$ cat config.mk
export PLATFORM = sky130hd
export DESIGN_NAME = hazard_scoreboard
export DESIGN_NICKNAME = d
export VERILOG_FILES = /design/src/rtl/hazard_scoreboard.sv
export SDC_FILE = /design/constraint.sdc
export NUM_CORES = 1
export LEC_CHECK = 0
export CORE_MARGIN = 1.5
export CORE_UTILIZATION = 38
export CTS_CLUSTER_DIAMETER = 50
export CTS_CLUSTER_SIZE = 10
export DETAILED_ROUTE_END_ITERATION = 10
export HOLD_SLACK_MARGIN = 0.02
export PLACE_DENSITY_LB_ADDON = 0.2
export SLEW_MARGIN = 20
export SYNTH_ARGS = -nofsm -noshare
export SYNTH_HDL_FRONTEND = slang
export SYNTH_SLANG_ARGS = --single-unit
$ cat constraint.sdc
create_clock -name clk -period 1.67 [get_ports clk]
set_input_delay 0.334 -clock clk [delete_from_list [all_inputs] [get_ports clk]]
set_output_delay 0.334 -clock clk [all_outputs]
set_load 0.005 [all_outputs]
$ cat src/rtl/hazard_scoreboard.sv
// ID/EX hazard scoreboard: shadows rd of EX/MEM/WB, raises load-use and multi-cycle stalls; 0-cycle controls, backpressure is stall_fd/hold_ex.
// Optional MUL/DIV multi-cycle tracking is built when HAZARD_SB_MULDIV_EN is defined.
module hazard_scoreboard #(
  parameter int MC_LAT = 4
) (
  input  logic        clk,
  input  logic        rst,
  input  logic [31:0] id_ir,
  input  logic        id_valid,
  input  logic        flush,
  output logic        stall_fd,
  output logic        bubble_ex,
  output logic        hold_ex,
  output logic        bubble_mem,
  output logic        mc_busy,
  output logic [31:0] busy_mask
);

  typedef struct packed {
    logic       valid;
    logic [4:0] rd;
    logic       is_load;
    logic       is_mc;
  } entry_t;

  localparam logic [6:0] OPC_LUI    = 7'b0110111;
  localparam logic [6:0] OPC_AUIPC  = 7'b0010111;
  localparam logic [6:0] OPC_JAL    = 7'b1101111;
  localparam logic [6:0] OPC_OP     = 7'b0110011;
  localparam logic [6:0] OPC_STORE  = 7'b0100011;
  localparam logic [6:0] OPC_BRANCH = 7'b1100011;
  localparam logic [6:0] OPC_LOAD   = 7'b0000011;

  entry_t ex_e, mem_e, wb_e, id_e;

  logic [6:0] opc;
  logic [4:0] id_rd, id_rs1, id_rs2;
  logic       rd_rs1, rd_rs2, wr_rd, id_is_mc, ld_use, busy;

  assign opc    = id_ir[6:0];
  assign id_rd  = id_ir[11:7];
  assign id_rs1 = id_ir[19:15];
  assign id_rs2 = id_ir[24:20];
  assign rd_rs1 = !(opc == OPC_LUI || opc == OPC_AUIPC || opc == OPC_JAL);
  assign rd_rs2 = (opc == OPC_OP || opc == OPC_STORE || opc == OPC_BRANCH);
  assign wr_rd  = !(opc == OPC_STORE || opc == OPC_BRANCH) && (id_rd != 5'd0);

  // Non-writing instructions carry rd=0 so they never show up in busy_mask or match a load.
  always_comb begin
    id_e = '0;
    if (id_valid) begin
      id_e.valid   = 1'b1;
      id_e.rd      = wr_rd ? id_rd : 5'd0;
      id_e.is_load = (opc == OPC_LOAD);
      id_e.is_mc   = id_is_mc;
    end
  end

  assign ld_use = ex_e.valid && ex_e.is_load && (ex_e.rd != 5'd0) && id_valid &&
                  ((rd_rs1 && id_rs1 == ex_e.rd) || (rd_rs2 && id_rs2 == ex_e.rd));

`ifdef HAZARD_SB_MULDIV_EN
  typedef enum logic {IDLE, BUSY} state_t;
  state_t     state, state_nxt;
  logic [3:0] cnt, cnt_nxt;

  assign id_is_mc = (opc == OPC_OP) && (id_ir[31:25] == 7'b0000001);
  assign busy     = (state == BUSY);

  always_ff @(posedge clk) begin
    if (rst) begin
      state <= IDLE;
      cnt   <= 4'd0;
    end else begin
      state <= state_nxt;
      cnt   <= cnt_nxt;
    end
  end

  // Busy cycles count MC_LAT-2 down to 0; the held op then spends one more IDLE cycle in EX.
  always_comb begin
    state_nxt = state;
    cnt_nxt   = cnt;
    if (flush) begin
      state_nxt = IDLE;
      cnt_nxt   = 4'd0;
    end else if (state == BUSY) begin
      if (cnt == 4'd0) state_nxt = IDLE;
      else             cnt_nxt   = cnt - 4'd1;
    end else if (id_valid && id_is_mc && !ld_use) begin
      state_nxt = BUSY;
      cnt_nxt   = 4'(MC_LAT - 2);
    end
  end
`else
  assign id_is_mc = 1'b0;
  assign busy     = 1'b0;
`endif

  always_comb begin
    stall_fd   = 1'b0;
    bubble_ex  = 1'b0;
    hold_ex    = 1'b0;
    bubble_mem = 1'b0;
    mc_busy    = 1'b0;
    if (!rst && !flush) begin
      if (busy) begin
        stall_fd   = 1'b1;
        hold_ex    = 1'b1;
        bubble_mem = 1'b1;
        mc_busy    = 1'b1;
      end else if (ld_use) begin
        stall_fd  = 1'b1;
        bubble_ex = 1'b1;
      end
    end
  end

  always_ff @(posedge clk) begin
    if (rst) begin
      ex_e  <= '0;
      mem_e <= '0;
      wb_e  <= '0;
    end else begin
      wb_e <= mem_e;
      if (flush) begin
        // The killed EX entry must not reach MEM.
        ex_e  <= '0;
        mem_e <= '0;
      end else if (hold_ex) begin
        mem_e <= '0;
      end else begin
        mem_e <= ex_e;
        ex_e  <= stall_fd ? '0 : id_e;
      end
    end
  end

  always_comb begin
    busy_mask = 32'd0;
    if (ex_e.valid)  busy_mask[ex_e.rd]  = 1'b1;
    if (mem_e.valid) busy_mask[mem_e.rd] = 1'b1;
    if (wb_e.valid)  busy_mask[wb_e.rd]  = 1'b1;
    busy_mask[0] = 1'b0;
    if (rst) busy_mask = 32'd0;
  end

  logic unused_bits;
  assign unused_bits = ^{id_ir[31:25], id_ir[14:12], ex_e.is_mc, mem_e.is_load, mem_e.is_mc,
                         wb_e.is_load, wb_e.is_mc};

endmodule

== After elaboration in Yosys (flattened, before gate mapping) ==
Index checks and enable logic that the tools add are counted.

* Bits in registers: 19
* Input port bits: 36
* Word-level logic and storage cells: 67

* $lt $le $gt $ge: 6
* Equality and inequality tests: 9
* Multiplexer cells: 14
* Bitwise operators: 4
* Reductions and logical operators: 27

{| class="wikitable"
|+ Operators by type and width
! operator !! count
|-
| two-way mux 32 bit || 4
|-
| bitwise OR 32 bit || 2
|-
| equality test 7 x 6 -> 1 bit (second input constant) || 3
|-
| less-than comparator 5 x 6 -> 1 bit (second input constant) || 3
|-
| demux 1 bit (select 5 bit) || 3
|-
| >= comparator 5 x 1 -> 1 bit (second input constant) || 3
|-
| equality test 7 bit (second input constant) || 2
|-
| logical AND 1 bit || 11
|-
| equality test 5 bit || 2
|-
| nonzero test 5 bit || 2
|-
| two-way mux 8 bit || 1
|-
| equality test 7 x 2 -> 1 bit (second input constant) || 1
|-
| equality test 7 x 5 -> 1 bit (second input constant) || 1
|-
| logical OR 1 bit || 6
|-
| two-way mux 1 bit || 5
|-
| two-way mux 5 bit || 1
|-
| OR reduction 5 bit || 1
|-
| logical NOT 1 bit || 4
|-
| OR reduction 4 bit || 1
|-
| OR reduction 3 bit || 1
|-
| inverter 1 bit || 2
|-
| OR reduction 2 bit || 1
|}

== Logic depth before layout (Yosys ltp) ==
Gate-level depths: netlist of run 1.

* Depth in word-level cells: 10
* Depth in mapped cells: 6
* Depth with buffers taken out: 4

== Worst setup path before layout of run 1 ==
No wires, ideal clock.

* Path type: reg-to-output
* Start: register ex_e[5] (netlist bit)
* End: output stall_fd
* Data arrival time: 1.508 ns
* Path slack: -0.172 ns
* Stages on the path, launching flop included: 7
* Path buffers: 2
* Cell sequence: dfxtp_1 -> clkbuf_1 -> xnor2_1 -> nand4_1 -> or3_1 -> a21oi_1 -> buf_4

* Word-level cells in the longest chain between the ends: 6

{| class="wikitable"
|+ RTL lines
! what !! line !! RTL
|-
| start: declaration || 34 || <nowiki>entry_t ex_e, mem_e, wb_e, id_e;</nowiki>
|-
| start signal: assignment || 134 || <nowiki>ex_e <= stall_fd ? '0 : id_e;</nowiki>
|-
| equality test 5 bit / nonzero test 5 bit (equally long branches) || 60, 59 ||
|-
| logical AND 1 bit (on tied branches) || 60, 59 ||
|-
| logical OR 1 bit / logical AND 1 bit (equally long branches) || 60, 59 ||
|-
| logical AND 1 bit * || 59 || <nowiki>assign ld_use = ex_e.valid && ex_e.is_load && (ex_e.rd != 5'd0) && id_valid &&</nowiki>
|-
| two-way mux 1 bit * (2 in series) || n/a ||
|-
| end: declaration || 11 || <nowiki>output logic stall_fd,</nowiki>
|}

Every way passes the cells marked *; elsewhere a longest branch is shown, timed or not.

== Worst setup path after layout of run 1 ==
* Start: register ex_e[5] (netlist bit)
* End: output busy_mask[7]

* Word-level cells in the longest chain between the ends: 10

{| class="wikitable"
|+ RTL lines
! what !! line !! RTL
|-
| less-than comparator 5 x 6 -> 1 bit (implied by the code) / >= comparator 5 x 1 -> 1 bit (equally long branches) || 141 || <nowiki>if (ex_e.valid) busy_mask[ex_e.rd] = 1'b1;</nowiki>
|-
| logical AND 1 bit (implied by the code) || 141 ||
|-
| two-way mux 1 bit (implied by the code) || 141 ||
|-
| demux 1 bit (select 5 bit) * || 141 ||
|-
| two-way mux 32 bit * || 141 ||
|-
| bitwise OR 32 bit (no source line) || n/a ||
|-
| two-way mux 32 bit * || 142 || <nowiki>if (mem_e.valid) busy_mask[mem_e.rd] = 1'b1;</nowiki>
|-
| bitwise OR 32 bit (no source line) || n/a ||
|-
| two-way mux 32 bit * || 143 || <nowiki>if (wb_e.valid) busy_mask[wb_e.rd] = 1'b1;</nowiki>
|-
| two-way mux 32 bit * || 145 || <nowiki>if (rst) busy_mask = 32'd0;</nowiki>
|-
| end: declaration || 16 || <nowiki>output logic [31:0] busy_mask</nowiki>
|}

Marks and branches as above.

==> results.py, run 1 <==
metrics = {
    "run_status": {
        "outcome": "finished, violations left",
        "failed_checks": "setup timing",
    },
    "clock_tree": {
        "htreeDepth": 1,
        "quantity_of_hold_fixing_buffers_added_after_cts": 0,
        "clkLatencyLatePin_ns": 0.25,
        "tritoncts": "built",
        "clock-root-buffer": "clkbuf_8",
        "cts.path.max_buffers": 2,
        "clock_sink_count": 19,
        "cts-buffers-inserted": 3,
        "clkTransAtPathRegs_ns": 0.07,
    },
    "route": {
        "drt_iter0_markers": 228,
        "route.detailed.drc": 0,
        "drtAntennaViolNets": 0,
        "vias": 2583,
        "detail_route.wl_per_cell_um": 19.5,
        "drtPass1Iterations": 6,
        "route.detailed.vias_per_inst": 6.12,
        "detail_route.wirelength_um": 8230,
    },
    "global_route": {
        "gr-usage-all-layers_pct": 29.5,
        "grt_antenna_before_repair": 0,
        "grt_max_degree": 20,
        "grt-ovfl-total": 0,
        "grt_first_pass_wirelength_um": 11700,
        "number_of_global_route_vias_before_repair": 2509,
    },
    "floorplan": {
        "die_width_um": 69.2,
        "die_area_um2": 4790,
        "area_of_the_core_um2": 4120,
        "io-pin-count": 73,
        "site_row_count": 23,
        "start_util_pct": 40.5,
        "die-height_um": 69.2,
    },
    "cells_and_area": {
        "finish.cell_count_without_fillers": 422,
        "final_nets": 409,
        "area.growth.synth_to_final_pct": 103,
        "antennaDiodeCount": 0,
        "most_frequent_cells_in_the_layout": "buf_4, buf_6, nand2_1, buf_2, a22oi_2",
        "final_layout_size_suffix_gt1_share_pct": 62.6,
        "layout_commonest_cell": "buf_4",
    },
    "place": {
        "dp_cells": 375,
        "place_ws_ns": -0.811,
        "routabilityCongestion": 0.845,
        "io_buffers": 58,
        "post-dp-hpwl_um": 4000,
    },
    "synthesis": {
        "synth-seq-cells": 19,
        "synth.largest_area_cell": "dfxtp_1",
        "synth_cells": 241,
        "post_synth_num_cell_types": 30,
        "yosysSeqAreaShare_pct": 22.8,
        "synth-warning-count": 0,
        "netlist_top_cells_area": "dfxtp_1, a22oi_1, nand2_1",
        "average_cell_area_after_synthesis_um2": 6.92,
        "synthDominantCellAreaShare_pct": 22.8,
        "netlist_area_um2": 1670,
    },
    "critical_path": {
        "worstPathBufferInverterCount": 4,
        "worst_path_required_ns": 1.34,
        "crit_top_cell": "buf_6",
        "critPathMaxStageDelay_ns": 0.36,
        "cp_max_fo": 4,
        "timing.critical_path.arrival_ns": 1.65,
        "setup.worst_path.class": "reg2out",
        "critPathLaunchType": "flip-flop",
        "timing.critical_path.to_type": "primary output",
        "crit_path_max_delay_cell_type": "dfxtp_4",
        "crit_chain": "buf_6 > buf_6 > nor3b_2 > buf_4 > nand2_2 > a21oi_2 > buf_2",
        "delay_heaviest_family_cp": "buffers and inverters",
    },
    "power_and_ir_drop": {
        "max-vdd-ir-drop_uv": 489,
        "p_leak_nw": 1.49,
        "power_per_cell_area_nw_per_um2": 308,
    },
    "timing": {
        "final-setup-viol-count": 33,
        "fin_crit_ns": 1.99,
        "final-hold-violation-count": 0,
        "max_freq_ghz": 0.503,
        "final_min_period_over_clock_period_pct": 119,
        "grt_setup_unrepaired": "yes",
        "setup_slack_ns": -0.317,
        "clock-skew-final_ns": 0.00102,
        "final-max-slew-violation-count": 0,
        "worst_hold_margin_ns": 0.508,
    },
    "job": {
        "cap_violations": 0,
    },
    "hold_path": {
        "hold_path_class": "reg2reg",
    },
}
==> cell families after synthesis <==
group | Yosys count | share of synthesized area [%]
xor gates and xnor gates | 10 | 5.26
other | 1 | 0.225
AOI/OAI and AO/OA | 62 | 24.5
DFF | 19 | 22.8
buffers and inverters | 24 | 7.06
and+or+nand+nor | 125 | 40.1
==> flip-flops by register name, indices dropped and copies added (netlist names) <==
register / cells
mem_e: 6
wb_e: 6
ex_e: 7
==> cells in the mapped netlist, drive strengths merged <==
library cell   n
and4bb         1
nor4           1
clkbuf        15
a22oi         27
o2111ai        1
or3            2
or4            1
nor3          13
nand3          6
dfxtp         19
and3b          6
xnor2          7
and2           7
nor2          14
nand4          2
conb           1
xor2           3
nor2b          7
a2bb2oi        1
o31a           1
and4b          2
a222oi         4
nand2         43
nor3b         13
buf            9
a21oi         28
and3           7
==> final cells by class <==
class	instances	area, um^2
multi-input combinational	201	1630
sequential	19	427
clock inverter	1	5.00
fill	257	733
tap	50	62.6
clock buffer	3	41.3
timing repair buffer	148	1220
==> repair_timing <==
item	in CTS	in global routing
endpoints found under the hold margin	0	0
setup endpoints to repair	35	40
resized for setup	232	75
setup buffers	39	10
pin swaps	48	52
==> worst register-to-register path: stages (launching register included) <==
cell and delay, ns:
dfxtp_4 0.37, buf_6 0.13, or3_4 0.38, o31a_1 0.26
and4b_2 0.31, nor3_2 0.19
==> power by group <==
group | total (W) | leakage (nW) | internal, W | switching, W
combinational | 0.000264 | 1.31 | 0.000149 | 0.000115
sequential | 0.000458 | 0.164 | 0.000446 | 0.0000121
clock | 0.000321 | 0.0255 | 0.000166 | 0.000155
==> per-layer routing <==
metal,vias to the layer above,part of all wire (%),GRT usage (%)
li1,1133,-,-
met1,1206,34,31.1
met2,183,52,53.2
met3,61,7.8,5.81
met4,0,6.0,18.7
met5,-,0,0
==> final timing paths <==
path	from	to	slack, ns	depth (start not counted)
worst max-delay path	ex_e[5]	busy_mask[7]	-0.32	7
worst min-delay path	mem_e[7]	wb_e[7]	0.51	1
worst max register to register	ex_e[4]	ex_e[6]	-0.04	5
worst min register to register	mem_e[7]	wb_e[7]	0.51	1
==> through the flow <==
step	setup TNS, ns	total power (W)	cell area, um^2	utilization (%)
after detailed placement	-15.11	0.000671	2580	62.7
after global routing	-7.92	0.00108	3380	82.2
after global placement	-14.62	0.000669	2580	62.7
final	-5.83	0.00104	3380	82.2
after floorplan	0	0.000559	1720	-
after CTS	-4.84	0.00101	3150	76.6
Note: power is estimated with default switching activity, not from simulation.
==> run 2, diff against run 1 <==
--- a/config.mk
+++ b/config.mk
@@ -5,6 +5,7 @@
 export SDC_FILE = /design/constraint.sdc
 export NUM_CORES = 1
 export LEC_CHECK = 0
+export CAP_MARGIN = 0
 export CORE_MARGIN = 1.5
 export CORE_UTILIZATION = 38
 export CTS_CLUSTER_DIAMETER = 50
==> results of run 2 <==
Final layout, timing and power as in run 1 (identical DEF).
